`src/rtl/fifo_reader.sv`:
```
// fifo_reader: read-side drain engine for the fifo block.
// Issues FIFO reads, absorbs the FIFO's one-cycle read latency through a
// 3-entry skid buffer, and presents the words as a valid/ready stream.
// rd_en never depends on m_ready, so no combinational path crosses the block.

module fifo_reader #(
    parameter int FIFO_WIDTH = 8,
    parameter int CNT_WIDTH  = 16
) (
    input  logic                  clk,
    input  logic                  rst,
    input  logic                  enable,
    input  logic                  empty,
    input  logic [FIFO_WIDTH-1:0] data_out,
    output logic                  rd_en,
    output logic                  m_valid,
    input  logic                  m_ready,
    output logic [FIFO_WIDTH-1:0] m_data,
    output logic [CNT_WIDTH-1:0]  rd_count,
    output logic                  idle
);

    localparam int DEPTH = 3;

    logic [1:0]            occ_q,      occ_d;
    logic                  inflight_q, inflight_d;
    logic [1:0]            wr_ptr_q,   wr_ptr_d;
    logic [1:0]            rd_ptr_q,   rd_ptr_d;
    logic [CNT_WIDTH-1:0]  rd_count_q, rd_count_d;
    logic [FIFO_WIDTH-1:0] buf_q [DEPTH];

    logic [2:0] pending;
    logic       capture;
    logic       transfer;

    // Circular pointer over 3 entries: 0 -> 1 -> 2 -> 0.
    function automatic logic [1:0] ptr_inc(input logic [1:0] p);
        return (p == 2'd2) ? 2'd0 : p + 2'd1;
    endfunction

    // Words already owned by this block: buffered plus the one returning now.
    assign pending  = {1'b0, occ_q} + {2'b00, inflight_q};

    // Read only when a free slot is guaranteed for the returning word.
    assign rd_en    = !rst && enable && !empty && (pending < 3'd3);

    assign capture  = inflight_q;
    assign m_valid  = (occ_q != 2'd0);
    assign transfer = m_valid && m_ready;
    assign m_data   = buf_q[rd_ptr_q];
    assign rd_count = rd_count_q;
    assign idle     = (occ_q == 2'd0) && !inflight_q;

    // Next-state for occupancy, in-flight flag, pointers and delivered count.
    always_comb begin
        // NOTE: every output of this block gets a default first, so no path
        // leaves a signal unassigned and no latch is inferred.
        occ_d      = occ_q;
        inflight_d = rd_en;
        wr_ptr_d   = wr_ptr_q;
        rd_ptr_d   = rd_ptr_q;
        rd_count_d = rd_count_q;

        if (capture) begin
            wr_ptr_d = ptr_inc(wr_ptr_q);
        end
        if (transfer) begin
            rd_ptr_d   = ptr_inc(rd_ptr_q);
            rd_count_d = rd_count_q + CNT_WIDTH'(1);
        end
        // Capture and pop in the same cycle cancel; 3 is never exceeded
        // because rd_en reserves the slot in advance.
        occ_d = occ_q + {1'b0, capture} - {1'b0, transfer};
    end

    // Control state register with synchronous reset; an in-flight word is dropped.
    always_ff @(posedge clk) begin
        // NOTE: non-blocking assignments so every register samples the
        // pre-edge values regardless of statement order.
        if (rst) begin
            occ_q      <= 2'd0;
            inflight_q <= 1'b0;
            wr_ptr_q   <= 2'd0;
            rd_ptr_q   <= 2'd0;
            rd_count_q <= '0;
        end else begin
            occ_q      <= occ_d;
            inflight_q <= inflight_d;
            wr_ptr_q   <= wr_ptr_d;
            rd_ptr_q   <= rd_ptr_d;
            rd_count_q <= rd_count_d;
        end
    end

    // Skid buffer storage: writes the returning FIFO word into the tail slot.
    always_ff @(posedge clk) begin
        // NOTE: the data array is left out of reset on purpose; occ gates
        // every read of it, so stale contents are never observed.
        if (capture) begin
            buf_q[wr_ptr_q] <= data_out;
        end
    end

endmodule

```
`config.mk`:
```
export PLATFORM = sky130hd
export DESIGN_NAME = fifo_reader
export DESIGN_NICKNAME = d
export VERILOG_FILES = /design/src/rtl/fifo_reader.sv
export SDC_FILE = /design/constraint.sdc
export NUM_CORES = 1
export LEC_CHECK = 0
export BUFFER_PORTS_ARGS = -buffer_cell sky130_fd_sc_hd__buf_2
export CORE_AREA = 2 2 69 71
export DETAILED_ROUTE_END_ITERATION = 7
export DIE_AREA = 0 0 71 73
export PLACE_DENSITY_LB_ADDON = 0.15
export SYNTH_ARGS = -nofsm -noshare
export SYNTH_HDL_FRONTEND = slang
export SYNTH_SLANG_ARGS = --single-unit
```
`constraint.sdc`:
```
create_clock -name clk -period 1.6 [get_ports clk]
set_clock_uncertainty 0.1 [all_clocks]
set_input_delay 0.08 -clock clk [delete_from_list [all_inputs] [get_ports clk]]
set_output_delay 0.08 -clock clk [all_outputs]
set_load 0.02 [all_outputs]
```
; ---- Word level (Yosys, flattened, before mapping)
; Memories as Yosys holds them, arrays and structs flattened. A register that Yosys moved wholly into a read port is not among the register bits.
; Index checks and enable logic that the tools add are counted.
[classes]
n_div = 0
n_lt_le_gt_ge = 1
n_mux = 6
shift = 0
mul = 0
addsub = 6
eq_ne = 2
reduce_logical = 10
bitwise_logic = 0
[ops]
columns = cell, count
row1 = $add 16x1->16 const B, 1
row2 = $mux 2, 4
row3 = $logic_and 1x1->1, 5
row4 = $add 2x1->2 const B, 2
row5 = $eq 2x2->1 const B, 2
row6 = $add 2x1->3, 1
row7 = $logic_not 1->1, 3
row8 = $lt 3x2->1 const B, 1
row9 = $add 2x1->2, 1
row10 = $logic_not 2->1, 1
row11 = $mux 1, 2
row12 = $reduce_bool 2->1, 1
row13 = $sub 2x1->2, 1
[word_totals]
out_inout_bits = 27
memories = 1
ramBits = 24
register_bits = 23
in_bits = 13
wordCells = 31
latch_bits = 0
mem_bits_ro = 0
[mem_list]
columns = memory, depth, width, read_ports, rd_clocked_by_memory_dff, write_ports, line
row1 = buf_q, 3, 8, 1, 1, 1, 30  ; logic [FIFO_WIDTH-1:0] buf_q [DEPTH];

; ---- Depth between registers and ports, before layout
[logic_depth]
word_depth = 4
ltp_mapped = 6
ltp_nobuf = 6

; ---- Worst setup path after synthesis
; No wires, ideal clock.
[synth_path]
path_type = reg2reg
from = register rd_count_q[0] (netlist: rd_count[0])
to = register rd_count_q[12] (netlist: rd_count[12])
n_path_buf = 0
required_time_ns = 1.379
period_less_slack_ns = 1.837
setup_time_ns = 0.121
stages_incl_launch_ff = 6
setup_slack_ns = -0.237
arrival_ns = 1.616
cell_sequence = dfxtp_1 ha_1 nand3_2 nor4_4 nand3_1 mux2_4
[synth_between]
elab_chain_len = 1
[synth_lines]
columns = element, line
row1 = from (decl), 29  ; logic [CNT_WIDTH-1:0] rd_count_q, rd_count_d;
row2 = from (signal assigned), 91  ; rd_count_q <= rd_count_d;
row3 = $add 16x1->16, 69  ; rd_count_d = rd_count_q + CNT_WIDTH'(1);
; No other way between the ends.
; A chain may end at the register's enable or synchronous reset.

; ---- Worst setup path in the final report
[layout_path]
from = register occ_q[0]
to = output port rd_en
[layout_between]
elab_chain_len = 3
[layout_lines]
columns = element, line
row1 = from (decl), 25  ; logic [1:0] occ_q, occ_d;
row2 = from (signal assigned), 81  ; occ_q <= 2'd0;
row3 = from (signal assigned), 87  ; occ_q <= occ_d;
row4 = $add 2x1->3, 42  ; assign pending = {1'b0, occ_q} + {2'b00, inflight_q};
row5 = $lt 3x2->1, 45  ; assign rd_en = !rst && enable && !empty && (pending < 3'd3);
row6 = $logic_and 1x1->1, 45
row7 = to (decl), 15  ; output logic rd_en,
; No other way between the ends.

==> results.json <==
{
  "status": "finished with violations",
  "failed_checks": "hold timing, setup timing",
  "worstPathArrival_ns": 1.74,
  "powerDensity_nw_per_um2": 1160,
  "required_ns": 1.42,
  "fin_area_um2": 2830,
  "power_w": 0.00328,
  "timing.hold.ws_ns": -0.0527,
  "slew_headroom_pct": 77.6,
  "seq_area_frac_synth_pct": 60.1,
  "drc": 0,
  "use_met1_pct": 21.3,
  "fmax_mhz": 520,
  "core_um2": 4540,
  "rsz0062_at_grt": "yes",
  "leakage_nw": 1.11,
  "io_pins": 40,
  "grt_pass1_vias": 1536,
  "synth_common_cells": "25 x dfxtp_1, 24 x edfxtp_1, 24 x nor2_1",
  "ir_drop_mv": 0.826,
  "synthTopCellsByArea": "edfxtp_1 35%, dfxtp_1 25%, nor2_1 4.4%",
  "rows": 25,
  "syn_area_um2": 2030,
  "routedWlPerCell_um": 14.6,
  "cts.sinks": 49,
  "setup_viol": 7,
  "wl_um": 4500,
  "synth-edff-count": 24,
  "ctsLongestPathBuffers": 2,
  "cts_tree": "built",
  "first_iter_violations": 58,
  "vias_per_cell": 5.18,
  "synth_nets": 197,
  "cts.clk_slew.worst_paths_ns": 0.09,
  "vias": 1600,
  "async_flop_share_pct": 0,
  "fin_crit_ns": 1.92,
  "ant_nets": 0,
  "start_kind": "flip-flop",
  "worstPathMaxFanout": 2,
  "routabilityCongestion": 0.737,
  "layout-drive-gt1-share_pct": 41.2,
  "fp.dieH_um": 73,
  "top_usage_layer": "met2",
  "initial_core_util_pct": 44.8,
  "critPathKind": "flip-flop to output port",
  "htreeDepth": 2,
  "tightest_slew_ns": 0.333,
  "grt_pass1_wl_um": 7130,
  "die_w_um": 71,
  "ys_warn_count": 0,
  "syn_to_final_growth_pct": 39.3,
  "synth_top_area_share_pct": 35.5,
  "grtUsageMet2_pct": 32.8,
  "maxCapViolations": 0,
  "syn_inst": 180,
  "post-route-period-util_pct": 120,
  "yosysTopAreaCell": "edfxtp_1",
  "die_area_um2": 5180,
  "setup_slack_ns": -0.323,
  "nets": 271,
  "synth_seq_cells": 49,
  "antenna_found_initial": 0,
  "crit_path_end_kind": "output port",
  "clk-insertion-delay-late_ns": 0.30,
  "ys_types": 36,
  "met3_usage_pct": 4.70,
  "maxSlewViolCount": 0,
  "hold_viol": 1,
  "yosysMostFrequentCell": "dfxtp_1",
  "firstDrtPassIters": 4,
  "grt_start_max_net_pins": 29,
  "synthFlopType": "dfxtp_1",
  "r2r_setup_slack_ns": -0.12,
  "syn_avg_cell_area_um2": 11.3,
  "place_area_um2": 2440,
  "n_antenna_cell": 0,
  "root_buffer": "clkbuf_8",
  "hp-class": "input port to flip-flop",
  "hold_buffers": 8,
  "grt_use_total_pct": 18.2,
  "io_buffer_count": 39,
  "numCtsBuffers": 5,
  "hpwl_um": 2930,
  "grt_remaining_overflow": 0
}
worst max-delay path, cell delays in order, from the launching register on:
cell     delay, ns
dfxtp_4       0.37
ha_4          0.17
ha_4          0.15
or4b_4        0.50
a21oi_4       0.13
buf_6         0.13
flip-flops by register name (all words and copies together) (netlist names), named ones only:
name	flops
buf_q	24
rd_count	16
rd_ptr_q	2
capture	1
wr_ptr_q	2
occ_q	2
what timing repair did:
action / CTS / global route
resized for setup: 15 / 18
setup endpoints to repair: 3 / 25
endpoints found under the hold margin: 25 / 1
pin swaps: 6 / 12
setup buffers: 6 / 2
cells by family after synthesis:
family / count (synthesis) / share of synthesized area, %
and+or+nand+nor: 66 / 17.1
xor gates and xnor gates: 11 / 4.74
AOI/OAI and AO/OA: 30 / 8.81
adders and majority gates: 4 / 2.46
DFF: 49 / 60.1
buffers and inverters: 11 / 2.09
muxes: 9 / 4.68
stage by stage:
stage	utilization, %	instances	setup slack, ns	setup TNS (ns)
after floorplan	-	180	-0.0610	-0.0610
after global placement	53.8	286	-0.0328	-0.0328
after detailed placement	53.8	286	-0.0747	-0.108
after CTS	60.4	308	-0.336	-0.533
after global routing	62.4	309	-0.379	-1.17
final	62.4	309	-0.323	-0.738
report_power, final:
part,total (W),switching (W),internal (W)
Clock,0.000769,0.000410,0.000359
Sequential,0.00150,0.000101,0.00140
Combinational,0.00100,0.000528,0.000476
metal layers:
layer  wire length (um)  vias up
met5                  0        -
met4                 96        0
met3                198       10
met2               2420       39
met1               1790      764
li1                   -      787
cell type report:
type | count | area, um^2
fillers | 338 | 1710
flip-flops and latches | 49 | 1240
multi-input cells | 120 | 907
repair buffers | 73 | 498
clock buffers | 6 | 82.6
well taps | 54 | 67.6
inverters | 5 | 18.8
clock inverters | 2 | 17.5
cells in the final DEF (no fill, tap or decap), types with 2 or more instances in the layout:
master / instances
buf_2: 37
nor2_1: 24
edfxtp_1: 24
buf_4: 22
dfxtp_1: 16
nand2_1: 15
o21ai_0: 10
a21oi_1: 10
xnor2_1: 9
mux2i_1: 8
dlygate4sd3_1: 8
dfxtp_2: 7
clkbuf_8: 6
buf_6: 6
inv_1: 5
nand3_1: 3
ha_4: 3
nor3_2: 2
nor2b_1: 2
nor3_1: 2
nand3_2: 2
nor4_4: 2
nand2b_1: 2
a31o_1: 2
nor4_2: 2
or3_1: 2
dfxtp_4: 2
final timing paths:
check	start	to	cells after the start
max	occ_q[0]	rd_en	5
min	empty	capture	3
max reg2reg	occ_q[0]	occ_q[1]	7
min reg2reg	rd_count[9]	rd_count[9]	2
(Power assumes the default switching activity.)
